File: src/rtl/adc_seq_pkg.sv
`default_nettype none
// ============================================================================
// Module : adc_seq_pkg
// Brief  : Shared types and CSR encodings for the ADC sequencer controller.
// Rev    : 1.0  initial release
// ============================================================================
package adc_seq_pkg;

    typedef enum logic [2:0] {
        ST_IDLE     = 3'd0,
        ST_WR_START = 3'd1,
        ST_RUN      = 3'd2,
        ST_WR_STOP  = 3'd3,
        ST_POLL_RD  = 3'd4,
        ST_POLL_CHK = 3'd5
    } seq_state_t;

    localparam logic       CSR_CMD_ADDR = 1'b0;
    localparam logic [2:0] MODE_CONT    = 3'd0;
    localparam logic [2:0] MODE_SINGLE  = 3'd1;
    localparam int         RUN_BIT      = 0;
    localparam int         DATA_W       = 12;
    localparam int         CH_W         = 5;

    function automatic logic [31:0] csr_cmd(input logic [2:0] mode, input logic run);
        return {28'b0, mode, run};
    endfunction

endpackage
`default_nettype wire

File: src/rtl/adc_sample_bank.sv
`default_nettype none
// ============================================================================
// Module : adc_sample_bank
// Brief  : Per-channel sample storage with registered read port.
//          Build option ADC_AVG_EN turns each entry into an IIR accumulator.
// Rev    : 1.0  initial release
// ============================================================================
module adc_sample_bank
    import adc_seq_pkg::*;
#(
    parameter int NUM_CH    = 18,
    parameter int AVG_SHIFT = 3
) (
    input  logic              clk,
    input  logic              rst,
    input  logic              i_wr_en,
    input  logic [CH_W-1:0]   i_wr_ch,
    input  logic [DATA_W-1:0] i_wr_data,
    input  logic [CH_W-1:0]   i_rd_ch,
    output logic [DATA_W-1:0] o_rd_data,
    output logic [NUM_CH-1:0] o_sample_valid
);

`ifdef ADC_AVG_EN
    localparam int ACC_W = DATA_W + AVG_SHIFT;
`else
    localparam int ACC_W = DATA_W;
`endif

    logic [ACC_W-1:0]  r_acc [NUM_CH];
    logic [NUM_CH-1:0] r_valid;
    logic [DATA_W-1:0] r_rd_data;

    logic              w_wr_hit;
    logic              w_rd_hit;
    logic [ACC_W-1:0]  w_acc_nxt;
    logic [DATA_W-1:0] w_rd_val;

    assign w_wr_hit = i_wr_en && (int'(i_wr_ch) < NUM_CH);
    assign w_rd_hit = (int'(i_rd_ch) < NUM_CH);

`ifdef ADC_AVG_EN
    // First capture seeds the accumulator at full weight so the average starts at the sample.
    always_comb begin
        w_acc_nxt = '0;
        if (w_wr_hit) begin
            if (!r_valid[i_wr_ch]) begin
                w_acc_nxt = ACC_W'(i_wr_data) << AVG_SHIFT;
            end else begin
                w_acc_nxt = r_acc[i_wr_ch] - (r_acc[i_wr_ch] >> AVG_SHIFT) + ACC_W'(i_wr_data);
            end
        end
    end

    always_comb begin
        w_rd_val = '0;
        if (w_rd_hit) begin
            w_rd_val = DATA_W'(r_acc[i_rd_ch] >> AVG_SHIFT);
        end
    end
`else
    logic w_unused_shift;
    assign w_unused_shift = (AVG_SHIFT != 0);

    always_comb begin
        w_acc_nxt = i_wr_data;
    end

    always_comb begin
        w_rd_val = '0;
        if (w_rd_hit) begin
            w_rd_val = r_acc[i_rd_ch];
        end
    end
`endif

    always_ff @(posedge clk or posedge rst) begin
        if (rst) begin
            for (int i = 0; i < NUM_CH; i++) begin
                r_acc[i] <= '0;
            end
            r_valid   <= '0;
            r_rd_data <= '0;
        end else begin
            if (w_wr_hit) begin
                r_acc[i_wr_ch]   <= w_acc_nxt;
                r_valid[i_wr_ch] <= 1'b1;
            end
            r_rd_data <= w_rd_val;
        end
    end

    assign o_rd_data      = r_rd_data;
    assign o_sample_valid = r_valid;

endmodule
`default_nettype wire

File: src/rtl/adc_seq_ctrl.sv
`default_nettype none
// ============================================================================
// Module : adc_seq_ctrl
// Brief  : Host-side ADC sequencer controller: CSR start/stop, response capture,
//          completion and error flags. Build option: ADC_AVG_EN (bank averaging).
// Rev    : 1.0  initial release
// ============================================================================
module adc_seq_ctrl
    import adc_seq_pkg::*;
#(
    parameter int NUM_CH        = 18,
    parameter int TIMEOUT_CYC   = 4096,
    parameter int STOP_POLL_MAX = 256,
    parameter int AVG_SHIFT     = 3
) (
    input  logic              clk_clk,
    input  logic              reset_reset,
    input  logic              start,
    input  logic              stop,
    input  logic              single,
    output logic              csr_address,
    output logic              csr_read,
    output logic              csr_write,
    output logic [31:0]       csr_writedata,
    input  logic [31:0]       csr_readdata,
    input  logic              rsp_valid,
    input  logic [CH_W-1:0]   rsp_channel,
    input  logic [DATA_W-1:0] rsp_data,
    input  logic              rsp_sop,
    input  logic              rsp_eop,
    input  logic [CH_W-1:0]   rd_ch,
    output logic [DATA_W-1:0] rd_data,
    output logic [NUM_CH-1:0] sample_valid,
    output logic              seq_done,
    output logic              busy,
    output logic              err_timeout,
    output logic              err_ch,
    input  logic              err_clr
);

    localparam int TO_W = (TIMEOUT_CYC > 2) ? $clog2(TIMEOUT_CYC) : 1;
    localparam int PC_W = $clog2(STOP_POLL_MAX + 1);

    seq_state_t      r_state;
    seq_state_t      w_state_nxt;
    logic            r_single;
    logic [TO_W-1:0] r_to_cnt;
    logic [PC_W-1:0] r_poll_cnt;
    logic            r_err_to;
    logic            r_err_ch;
    logic            r_seq_done;

    logic            w_timeout;
    logic            w_poll_exhaust;
    logic            w_bad_ch;
    logic            w_unused_bits;

    assign w_unused_bits  = ^{csr_readdata[31:1], rsp_sop};

    // A beat in the final counted cycle still proves the core is alive.
    assign w_timeout      = (r_state == ST_RUN) && !rsp_valid
                            && (r_to_cnt == TO_W'(TIMEOUT_CYC - 1));
    assign w_poll_exhaust = (r_state == ST_POLL_CHK) && csr_readdata[RUN_BIT]
                            && (r_poll_cnt == PC_W'(STOP_POLL_MAX));
    assign w_bad_ch       = rsp_valid && (int'(rsp_channel) >= NUM_CH);

    always_ff @(posedge clk_clk or posedge reset_reset) begin
        if (reset_reset) begin
            r_state <= ST_IDLE;
        end else begin
            r_state <= w_state_nxt;
        end
    end

    always_comb begin
        w_state_nxt   = r_state;
        csr_write     = 1'b0;
        csr_read      = 1'b0;
        csr_writedata = '0;
        case (r_state)
            ST_IDLE: begin
                if (start) begin
                    w_state_nxt = ST_WR_START;
                end
            end
            ST_WR_START: begin
                csr_write     = 1'b1;
                csr_writedata = csr_cmd(r_single ? MODE_SINGLE : MODE_CONT, 1'b1);
                w_state_nxt   = ST_RUN;
            end
            ST_RUN: begin
                if (stop || w_timeout) begin
                    w_state_nxt = ST_WR_STOP;
                end else if (r_single && rsp_valid && rsp_eop) begin
                    w_state_nxt = ST_IDLE;
                end
            end
            ST_WR_STOP: begin
                csr_write     = 1'b1;
                csr_writedata = csr_cmd(MODE_CONT, 1'b0);
                w_state_nxt   = ST_POLL_RD;
            end
            ST_POLL_RD: begin
                csr_read    = 1'b1;
                w_state_nxt = ST_POLL_CHK;
            end
            ST_POLL_CHK: begin
                if (!csr_readdata[RUN_BIT] || w_poll_exhaust) begin
                    w_state_nxt = ST_IDLE;
                end else begin
                    w_state_nxt = ST_POLL_RD;
                end
            end
            default: begin
                w_state_nxt = ST_IDLE;
            end
        endcase
    end

    always_ff @(posedge clk_clk or posedge reset_reset) begin
        if (reset_reset) begin
            r_single   <= 1'b0;
            r_to_cnt   <= '0;
            r_poll_cnt <= '0;
            r_err_to   <= 1'b0;
            r_err_ch   <= 1'b0;
            r_seq_done <= 1'b0;
        end else begin
            if ((r_state == ST_IDLE) && start) begin
                r_single <= single;
            end

            if ((r_state != ST_RUN) || rsp_valid) begin
                r_to_cnt <= '0;
            end else begin
                r_to_cnt <= r_to_cnt + TO_W'(1);
            end

            if (r_state == ST_WR_STOP) begin
                r_poll_cnt <= '0;
            end else if (r_state == ST_POLL_RD) begin
                r_poll_cnt <= r_poll_cnt + PC_W'(1);
            end

            // A new error in the same cycle as err_clr must not be lost.
            if (w_timeout || w_poll_exhaust) begin
                r_err_to <= 1'b1;
            end else if (err_clr) begin
                r_err_to <= 1'b0;
            end

            if (w_bad_ch) begin
                r_err_ch <= 1'b1;
            end else if (err_clr) begin
                r_err_ch <= 1'b0;
            end

            r_seq_done <= rsp_valid && rsp_eop;
        end
    end

    assign csr_address = CSR_CMD_ADDR;
    assign busy        = (r_state != ST_IDLE);
    assign err_timeout = r_err_to;
    assign err_ch      = r_err_ch;
    assign seq_done    = r_seq_done;

    adc_sample_bank #(
        .NUM_CH    (NUM_CH),
        .AVG_SHIFT (AVG_SHIFT)
    ) u_bank (
        .clk            (clk_clk),
        .rst            (reset_reset),
        .i_wr_en        (rsp_valid),
        .i_wr_ch        (rsp_channel),
        .i_wr_data      (rsp_data),
        .i_rd_ch        (rd_ch),
        .o_rd_data      (rd_data),
        .o_sample_valid (sample_valid)
    );

endmodule
`default_nettype wire

File: config.mk
export PLATFORM = sky130hd
export DESIGN_NAME = adc_seq_ctrl
export DESIGN_NICKNAME = d
export VERILOG_FILES = /design/src/rtl/adc_seq_pkg.sv /design/src/rtl/adc_sample_bank.sv /design/src/rtl/adc_seq_ctrl.sv
export SDC_FILE = /design/constraint.sdc
export NUM_CORES = 1
export LEC_CHECK = 0
export CORE_MARGIN = 1.5
export CORE_UTILIZATION = 40
export DETAILED_ROUTE_END_ITERATION = 12
export SLEW_MARGIN = 20
export SYNTH_ARGS = -nofsm -noshare
export SYNTH_HDL_FRONTEND = slang
export SYNTH_SLANG_ARGS = --single-unit
File: constraint.sdc
create_clock -name clk_clk -period 8.8 [get_ports clk_clk]
set_input_delay 1.76 -clock clk_clk [delete_from_list [all_inputs] [get_ports clk_clk]]
set_output_delay 1.76 -clock clk_clk [all_outputs]
set_load 0.01 [all_outputs]
Word-level counts from Yosys, hierarchy flattened
Cells that the tools add are included.
{"block": "word_totals", "ff_bits": 274, "inputBits": 63}
{"block": "op_classes", "reduce_logical": 25, "bitwise": 3, "n_eq_ne": 10, "add_sub_neg": 2, "mux": 24, "n_lt_le_gt_ge": 8}
{"operator": "$bwmux W216", "n": 1}
{"operator": "$bmux W12 S5", "n": 1}
{"operator": "$demux W12 S5", "n": 1}
{"operator": "$mux W12", "n": 5}
{"operator": "$mux W9", "n": 2}
{"operator": "$or A18 B18 Y18", "n": 1}
{"operator": "$pmux W3 S6", "n": 1}
{"operator": "$add A12 B1 Y12 const B", "n": 1}
{"operator": "$eq A12 B12 Y1 const B", "n": 1}
{"operator": "$ge A6 B6 Y1 const B", "n": 2}
{"operator": "$logic_and A1 B1 Y1", "n": 12}
{"operator": "$mux W3", "n": 4}
{"operator": "$not A5 Y6", "n": 2}
{"operator": "$lt A5 B5 Y1 const B", "n": 2}
{"operator": "$add A9 B1 Y9 const B", "n": 1}
{"operator": "$eq A9 B9 Y1 const B", "n": 1}
{"operator": "$mux W1", "n": 7}
{"operator": "$eq A3 B2 Y1 const B", "n": 2}
{"operator": "$eq A3 B3 Y1 const B", "n": 2}
{"operator": "$lt A5 B6 Y1 const B", "n": 1}
{"operator": "$lt A6 B1 Y1 const B", "n": 1}
{"operator": "$reduce_bool A2 Y1", "n": 3}
{"operator": "$demux W1 S5", "n": 1}
{"operator": "$ge A5 B1 Y1 const B", "n": 1}
{"operator": "12 further kinds", "n": 16}

Logic depth before layout (Yosys ltp)
Gate-level depths: netlist of run 1.
{"block": "logic_depth", "depth_word": 6, "mapped_depth": 8, "mapped_depth_nobuf": 6}

Hierarchy
Synthesis of run 1 repeated with hierarchy kept, for this count alone.
{"block": "hier_totals", "cells_unflattened": 934, "area_unflattened_um2": 12557.0}
{"module": "adc_sample_bank", "area_per_inst_um2": 10865.4, "n_inst": 1, "cells_per_inst": 761}
{"module": "adc_seq_ctrl", "area_per_inst_um2": 1691.6, "n_inst": 1, "cells_per_inst": 173}

Least setup slack after synthesis of run 1
No wires, ideal clock.
{"block": "synth_path", "kind": "input -> register", "from": "in rsp_channel[2]", "to": "reg u_bank.r_acc[72] (netlist name)", "path_slack_ns": 5.585, "arrival_ns": 3.091, "required_time_ns": 8.675, "stages": 5, "path_buffers": 1, "cell_sequence": "nand2b_1 -> nor3b_1 -> nor2b_1 -> buf_4 -> mux2_2"}
{"block": "synth_between", "elab_chain_cells": 6}
{"element": "start, declared", "line_no": "adc_seq_ctrl.sv:27", "text": "input logic [CH_W-1:0] rsp_channel,"}
{"element": "$not A5 Y6 (not written as such)", "line_no": "adc_sample_bank.sv:86", "text": "r_acc[i_wr_ch] <= w_acc_nxt;"}
{"element": "$ge A6 B6 Y1 (not written as such) / $lt A6 B1 Y1 (equally long branches)", "line_no": "adc_sample_bank.sv:86"}
{"element": "$logic_and A1 B1 Y1 (not written as such)", "line_no": "adc_sample_bank.sv:86"}
{"element": "$mux W12 (not written as such)", "line_no": "adc_sample_bank.sv:86"}
{"element": "$demux W12 S5", "line_no": "adc_sample_bank.sv:86"}
{"element": "$bwmux W216", "line_no": "adc_sample_bank.sv:86"}
{"element": "end signal, assigned by index", "line_no": "adc_sample_bank.sv:86"}
{"element": "end, declared", "line_no": "adc_sample_bank.sv:30", "text": "logic [ACC_W-1:0] r_acc [NUM_CH];"}
Parallel ways exist; a longest one is shown, timed or not.
A chain may end at the register's enable or synchronous reset.

Worst setup path after layout of run 1
{"block": "layout_path", "from": "reg r_state[1]", "to": "out csr_read"}
{"block": "layout_between", "elab_chain_cells": 2}
{"element": "start, declared", "line_no": "adc_seq_ctrl.sv:44", "text": "seq_state_t r_state;"}
{"element": "start signal, assigned", "line_no": "adc_seq_ctrl.sv:71", "text": "r_state <= w_state_nxt;"}
{"element": "$eq A3 B3 Y1", "line_no": "adc_seq_ctrl.sv:80", "text": "case (r_state)"}
{"element": "$mux W1", "line_no": "adc_seq_ctrl.sv:80"}
{"element": "end, declared", "line_no": "adc_seq_ctrl.sv:22", "text": "output logic csr_read,"}
Every way passes these cells.

==> results.py, run 1 <==
metrics = {
    "clocking": {
        "clkSlewWorstSetupHoldPaths_ps": 60,
        "clockRootBuffer": "clkbuf_16",
        "post_cts_buffers": 0,
        "cts_resized": 0,
        "clock_tree.buffer_depth": 3,
        "cts_made_buffers": 30,
        "clock_latency_ps": 540,
        "cts_tree": "done",
        "numClockSinks": 274,
        "hold_buffers": 0,
        "cts_max_level": 1,
    },
    "yosys": {
        "async_flop_share_pct": 100,
        "synth_cell_types": 45,
        "synth_xor_xnor_area_share_pct": 1.06,
        "synthAdderAreaFrac_pct": 0.302,
        "synth_top_family_by_area": "multiplexers",
        "ys_seq_elements": 274,
        "ys_seq_area_share_pct": 55.2,
        "synth-simple-area-share_pct": 5.95,
        "synth_area_um2": 12400,
        "ys.warnings.count": 0,
        "ys.flop_type": "dfrtp_1",
        "synth-edff-count": 0,
        "synthCells": 902,
        "syn_area_per_cell_um2": 13.8,
        "synth-compound-area-share_pct": 3.37,
        "muxShareOfSynthArea_pct": 29.7,
    },
    "setup_path": {
        "setup.worst_path.start": "r_state[1]$_DFFE_PP0P_",
        "worst-setup-path-type": "reg2out",
        "worst_path_dominant_cell_family": "buffers and inverters",
        "critPathBufInv": 1,
        "crit-reg2reg-launch": "r_state[1]$_DFFE_PP0P_",
        "worstPathCellList": "nor3b_2, clkdlybuf4s50_1",
        "cpMaxStageDelayCell": "clkdlybuf4s50_1",
        "r2r_cells": 4,
        "slowest_delay_ps": 630,
        "cp-start-kind": "flip-flop",
        "crit_path_end": "csr_read",
        "cp.required_ps": 7040,
        "crit_path_max_fanout": 14,
        "crit_arrival_ps": 2190,
        "worst-path-stages": 2,
        "r2r_slack_ps": 6850,
        "r2r-end": "r_state[0]$_DFFE_PP0P_",
        "cp-end-kind": "primary output",
    },
    "finish": {
        "drive_gt1_share_pct": 33.6,
        "area.growth.synth_to_final_pct": 15.4,
        "nNetsFinal": 1021,
        "layout_commonest_cell": "dfrtp_1",
        "final.fill_count": 2713,
        "final_area_um2": 14300,
        "fin_cells": 1376,
        "fin_util_pct": 46.9,
        "mostFrequentLayoutCells": "dfrtp_1 (274), mux2_2 (217), clkdlybuf4s50_1 (66)",
    },
    "sta": {
        "hold_violations": 0,
        "period_share_pct": 44.9,
        "setup_violations": 0,
        "fmax_mhz": 253,
        "fin_crit_ps": 3950,
        "setup_tns_ps": 0,
        "drv_slew": 0,
        "skew_ps": 6.44,
        "worst_pin_slew_ps": 1000,
        "slew_headroom_pct": 33.0,
        "rsz0062_at_grt": "no",
    },
    "detailed_routing": {
        "wire_per_inst_um": 19.2,
        "firstDrtPassIters": 4,
        "viasPerCell": 5.24,
        "drc": 0,
        "drtIter0Drc": 428,
        "ant_nets": 0,
        "wl_um": 26500,
        "vias": 7204,
    },
    "placed_design": {
        "postPlaceCellArea_um2": 13300,
        "hpwlAfterDp_um": 16400,
        "port_buffers": 68,
        "gp_congestion": 0.765,
        "place_inst": 1319,
    },
    "status": {
        "status": "complete, no violations",
    },
    "floorplan": {
        "die-area_um2": 32100,
        "design.portCount": 132,
        "row_count": 64,
        "start_util_pct": 40.6,
        "fp.coreArea_um2": 30600,
        "die_x_um": 179,
        "die_y_um": 179,
    },
    "power": {
        "cellLeakagePower_nw": 6.44,
        "power.density_nw_per_um2": 239,
        "ir_worst_vdd_mv": 0.166,
    },
    "grt": {
        "grt_pass1_wl_um": 42500,
        "grt_max_degree": 76,
        "grt_usage_pct": 17.1,
        "antenna_found_initial": 2,
        "grt_pass1_vias": 7468,
        "grt_overflow": 0,
    },
    "min_path": {
        "hold_class": "reg2reg",
    },
    "job": {
        "maxCapViolCount": 0,
    },
}
metrics by stage:
stage | total power, mW | hold WS (ps) | setup WS (ps)
CTS | 3.47 | 469 | 4840
floorplan | 2.03 | 474 | 3420
global placement | 2.20 | 451 | 4370
finish | 3.43 | 461 | 4850
detailed placement | 2.22 | 451 | 4340
global route | 3.61 | 483 | 4710
synthesized netlist by cell type, types with 2 or more instances:
cell | n | area [um^2]
o21a_1 | 7 | 52.6
nand3_1 | 21 | 105
a21oi_1 | 8 | 40.0
nor3_1 | 4 | 20.0
buf_1 | 10 | 37.5
nor4b_1 | 3 | 26.3
clkbuf_1 | 28 | 105
dfrtp_1 | 274 | 6860
o21ai_0 | 3 | 15.0
xnor2_1 | 6 | 52.6
o311ai_0 | 2 | 17.5
nor4_1 | 4 | 25.0
mux4_2 | 29 | 653
nand2_1 | 29 | 109
nor2_1 | 24 | 90.1
ha_1 | 3 | 37.5
o22ai_1 | 12 | 75.1
mux2i_1 | 60 | 601
xor2_1 | 9 | 78.8
a31oi_1 | 6 | 37.5
a211oi_1 | 8 | 60.1
and2_1 | 3 | 18.8
and3_1 | 2 | 12.5
nand2b_1 | 18 | 113
nor2b_1 | 7 | 43.8
a22oi_1 | 5 | 37.5
buf_2 | 16 | 80.1
inv_1 | 12 | 45.0
a2bb2oi_1 | 2 | 17.5
or2_2 | 7 | 43.8
nor3b_1 | 4 | 30.0
o31ai_1 | 2 | 15.0
o221ai_1 | 5 | 43.8
nand4_1 | 3 | 18.8
or3_1 | 4 | 25.0
mux2_2 | 217 | 2440
buf_4 | 37 | 278
worst reg2reg max path: cells and delay by family, from the launching register on:
kind | cells | cell delay [ps]
flops | 1 | 580
compound gates | 1 | 190
simple gates | 3 | 1090
registers in the layout (all words and copies together), names as in the netlist:
signal / flops
u_bank.o_rd_data: 12
r_to_cnt: 12
seq_done: 1
u_bank.r_acc: 216
err_timeout: 1
r_single: 1
u_bank.o_sample_valid: 18
err_ch: 1
r_poll_cnt: 9
r_state: 3
per-layer routing:
metal  up-vias  GRT usage (%)  part of all wire [%]
met1      3732           23.6                    47
li1       3299              -                     -
met4         0           4.37                   1.9
met5         -              0                     0
met2       127           28.6                    48
met3        46           2.33                   3.2
worst min-delay path by stage:
stage,from,endpoint,slack [ps],cells after the start
6_report,u_bank.o_sample_valid[10]$_DFFE_PP0P_,u_bank.o_sample_valid[10]$_DFFE_PP0P_,460,1
5_1_grt,u_bank.o_sample_valid[17]$_DFFE_PP0P_,u_bank.o_sample_valid[17]$_DFFE_PP0P_,480,1
4_1_cts,u_bank.o_sample_valid[16]$_DFFE_PP0P_,u_bank.o_sample_valid[16]$_DFFE_PP0P_,470,1
3_5_place_dp,u_bank.o_sample_valid[5]$_DFFE_PP0P_,u_bank.o_sample_valid[5]$_DFFE_PP0P_,450,1
3_3_place_gp,u_bank.o_sample_valid[9]$_DFFE_PP0P_,u_bank.o_sample_valid[9]$_DFFE_PP0P_,450,1
2_1_floorplan,u_bank.r_acc[141]$_DFFE_PP0P_,u_bank.r_acc[141]$_DFFE_PP0P_,470,1
layout make-up:
class	instances	area [um^2]	share of cell area [%]
Sequential cell	274	6860	47.8
Multi-Input combinational cell	555	5160	36.0
Clock buffer	43	901	6.28
Timing Repair Buffer	82	778	5.43
Tap cell	396	495	3.45
Clock inverter	13	95.1	0.663
Inverter	12	48.8	0.340
Antenna cell	1	2.50	0.0174
cell families (layout without fill, tap and decap cells):
group,count (synthesis),in the layout
muxes,306,306
buffers and inverters,103,150
AOI/OAI and AO/OA,61,61
xor gates and xnor gates,15,15
other,1,32
DFF,274,274
and+or+nand+nor,139,139
adders and majority gates,3,3
report_power, final:
| part | switching, mW | internal [mW] |
|---|---|---|
| combinational | 0.234 | 0.338 |
| sequential | 0.127 | 1.49 |
| clock | 0.502 | 0.737 |
Note: power is estimated with default switching activity, not from simulation.
==> run 2: changes to the inputs <==
- clock period: 8.8 -> 3.2 ns (I/O delays scaled with it)
==> run 2 against run 1 <==
Net effect:
- global-route usage barely moved
- core utilization rose by 0.54 points
- sequential share of layout area fell by 0.54 points
- critical endpoint unchanged
- clock power rose to 2.7 times the previous value
==> results.py, run 2 (synthesis gave the netlist of run 1 again) <==
metrics = {
    "status": {
        "status": "complete, no violations",
    },
    "sta": {
        "worst_pin_slew_ps": 719,
        "setup_violations": 0,
        "setup_slack_ps": 417,
        "period_share_pct": 87.0,
        "drv_slew": 0,
        "fin_crit_ps": 2780,
        "hold_violations": 0,
        "fmax_mhz": 359,
        "hold_ws_ps": 388,
        "skew_ps": 13.9,
        "rsz0062_at_grt": "no",
        "slew_headroom_pct": 51.9,
    },
    "placed_design": {
        "dp_slack_ps": 372,
        "port_buffers": 68,
        "hpwlAfterDp_um": 16800,
        "gp_congestion": 0.748,
    },
    "floorplan": {
        "die_x_um": 179,
        "fp.coreArea_um2": 30600,
        "die_y_um": 179,
        "die-area_um2": 32100,
        "row_count": 64,
        "start_util_pct": 40.6,
        "design.portCount": 132,
    },
    "grt": {
        "antenna_found_initial": 0,
        "grt_usage_pct": 17.1,
        "grt_max_degree": 90,
        "grt_pass1_wl_um": 42600,
        "grt_overflow": 0,
        "grt_pass1_vias": 7514,
    },
    "clocking": {
        "post_cts_buffers": 0,
        "cts_resized": 0,
        "cts_made_buffers": 29,
        "clock_tree.buffer_depth": 3,
        "clock_latency_ps": 540,
        "cts_max_level": 1,
        "clkSlewWorstSetupHoldPaths_ps": 60,
        "hold_buffers": 0,
        "cts_tree": "done",
        "numClockSinks": 274,
        "clockRootBuffer": "clkbuf_16",
    },
    "setup_path": {
        "crit_path_max_fanout": 14,
        "worstPathCellList": "nor3b_2, clkdlybuf4s50_1",
        "r2r_slack_ps": 1280,
        "cpMaxStageDelayCell": "clkdlybuf4s50_1",
        "r2r_cells": 4,
        "cp.required_ps": 2560,
        "cp-end-kind": "primary output",
        "worst-setup-path-type": "reg2out",
        "slowest_delay_ps": 620,
        "cp-start-kind": "flip-flop",
        "crit_arrival_ps": 2140,
    },
    "detailed_routing": {
        "vias": 7240,
        "wirelength_met1_um": 12100,
        "drtIter0Drc": 354,
        "routed.top_layer": "met4",
        "ant_nets": 0,
        "drc": 0,
        "dr_wl_met2_um": 12700,
        "wl_um": 26100,
        "viasPerCell": 5.22,
        "firstDrtPassIters": 4,
        "wire_per_inst_um": 18.8,
        "dr_wl_met3_um": 897,
    },
    "power": {
        "power.density_nw_per_um2": 644,
        "ir_worst_vdd_mv": 0.377,
        "cellLeakagePower_nw": 6.52,
        "power_mw": 9.34,
    },
    "finish": {
        "multi_input_area_um2": 5160,
        "nNetsFinal": 1036,
        "seq_area_um2": 6860,
        "mostFrequentLayoutCells": "dfrtp_1 (274), mux2_2 (217), clkdlybuf4s50_1 (66)",
        "largest_register_ffs": 216,
        "layout_commonest_cell": "dfrtp_1",
        "regMostFlops": "u_bank.r_acc",
        "area.growth.synth_to_final_pct": 16.7,
        "drive_gt1_share_pct": 34.4,
        "final.fill_count": 2755,
        "diodes": 0,
    },
    "job": {
        "maxCapViolCount": 0,
    },
    "min_path": {
        "hold_class": "in2async",
    },
}
[run 2: changes by cell type in the layout (fill, tap and decap cells not counted), sizes merged]
cell      delta
buf         +16
clkinv       -3
clkinvlp     -2
clkbuf       +1
diode        -1
inv          +1
[run 2: worst paths after layout]
| kind | end | from |
|---|---|---|
| worst max register to register | r_state[0]$_DFFE_PP0P_ | r_state[1]$_DFFE_PP0P_ |
| max in group asynchronous | u_bank.r_acc[147]$_DFFE_PP0P_ | reset_reset |
| min in group clk_clk | u_bank.o_sample_valid[4]$_DFFE_PP0P_ | u_bank.o_sample_valid[4]$_DFFE_PP0P_ |
| worst min-delay path | u_bank.r_acc[59]$_DFFE_PP0P_ | reset_reset |
| worst max-delay path | csr_read | r_state[1]$_DFFE_PP0P_ |
| worst min register to register | u_bank.o_sample_valid[4]$_DFFE_PP0P_ | u_bank.o_sample_valid[4]$_DFFE_PP0P_ |
[run 2: layer usage]
| metal | up-vias | GRT usage [%] |
|---|---|---|
| met2 | 118 | 28.9 |
| met1 | 3771 | 23.5 |
| met5 | - | 0 |
| li1 | 3324 | - |
| met3 | 27 | 2.23 |
| met4 | 0 | 3.75 |
[run 2: area by class of cell]
cell class / count / share of cell area [%]
sequential: 274 / 47.3
multi-input combinational: 555 / 35.6
clock inverter: 9 / 0.509
tap: 396 / 3.42
inverter: 12 / 0.336
clock buffer: 44 / 6.08
timing repair buffer: 98 / 6.80
[run 2: where the power goes]
group	leakage, nW	internal (mW)	switching [mW]
clock network	0.481	1.97	1.33
registers	3.50	4.10	0.346
logic	2.54	0.946	0.643
total	6.52	7.02	2.32
[run 2: worst max-delay path: cells and delay by family, from the launching register on]
kind / cells / cell delay (ps)
flip-flops: 1 / 520
buffers and inverters: 1 / 620
AND/OR/NAND/NOR: 1 / 460
[run 2: metrics by stage]
stage	instance area, um^2	util, %	TNS [ps]	instances
floorplan	12500	-	-291370	932
global placement	13600	44.3	0	1335
detailed placement	13600	44.3	0	1335
CTS	14500	47.4	0	1388
global route	14500	47.4	0	1388
finish	14500	47.4	0	1388
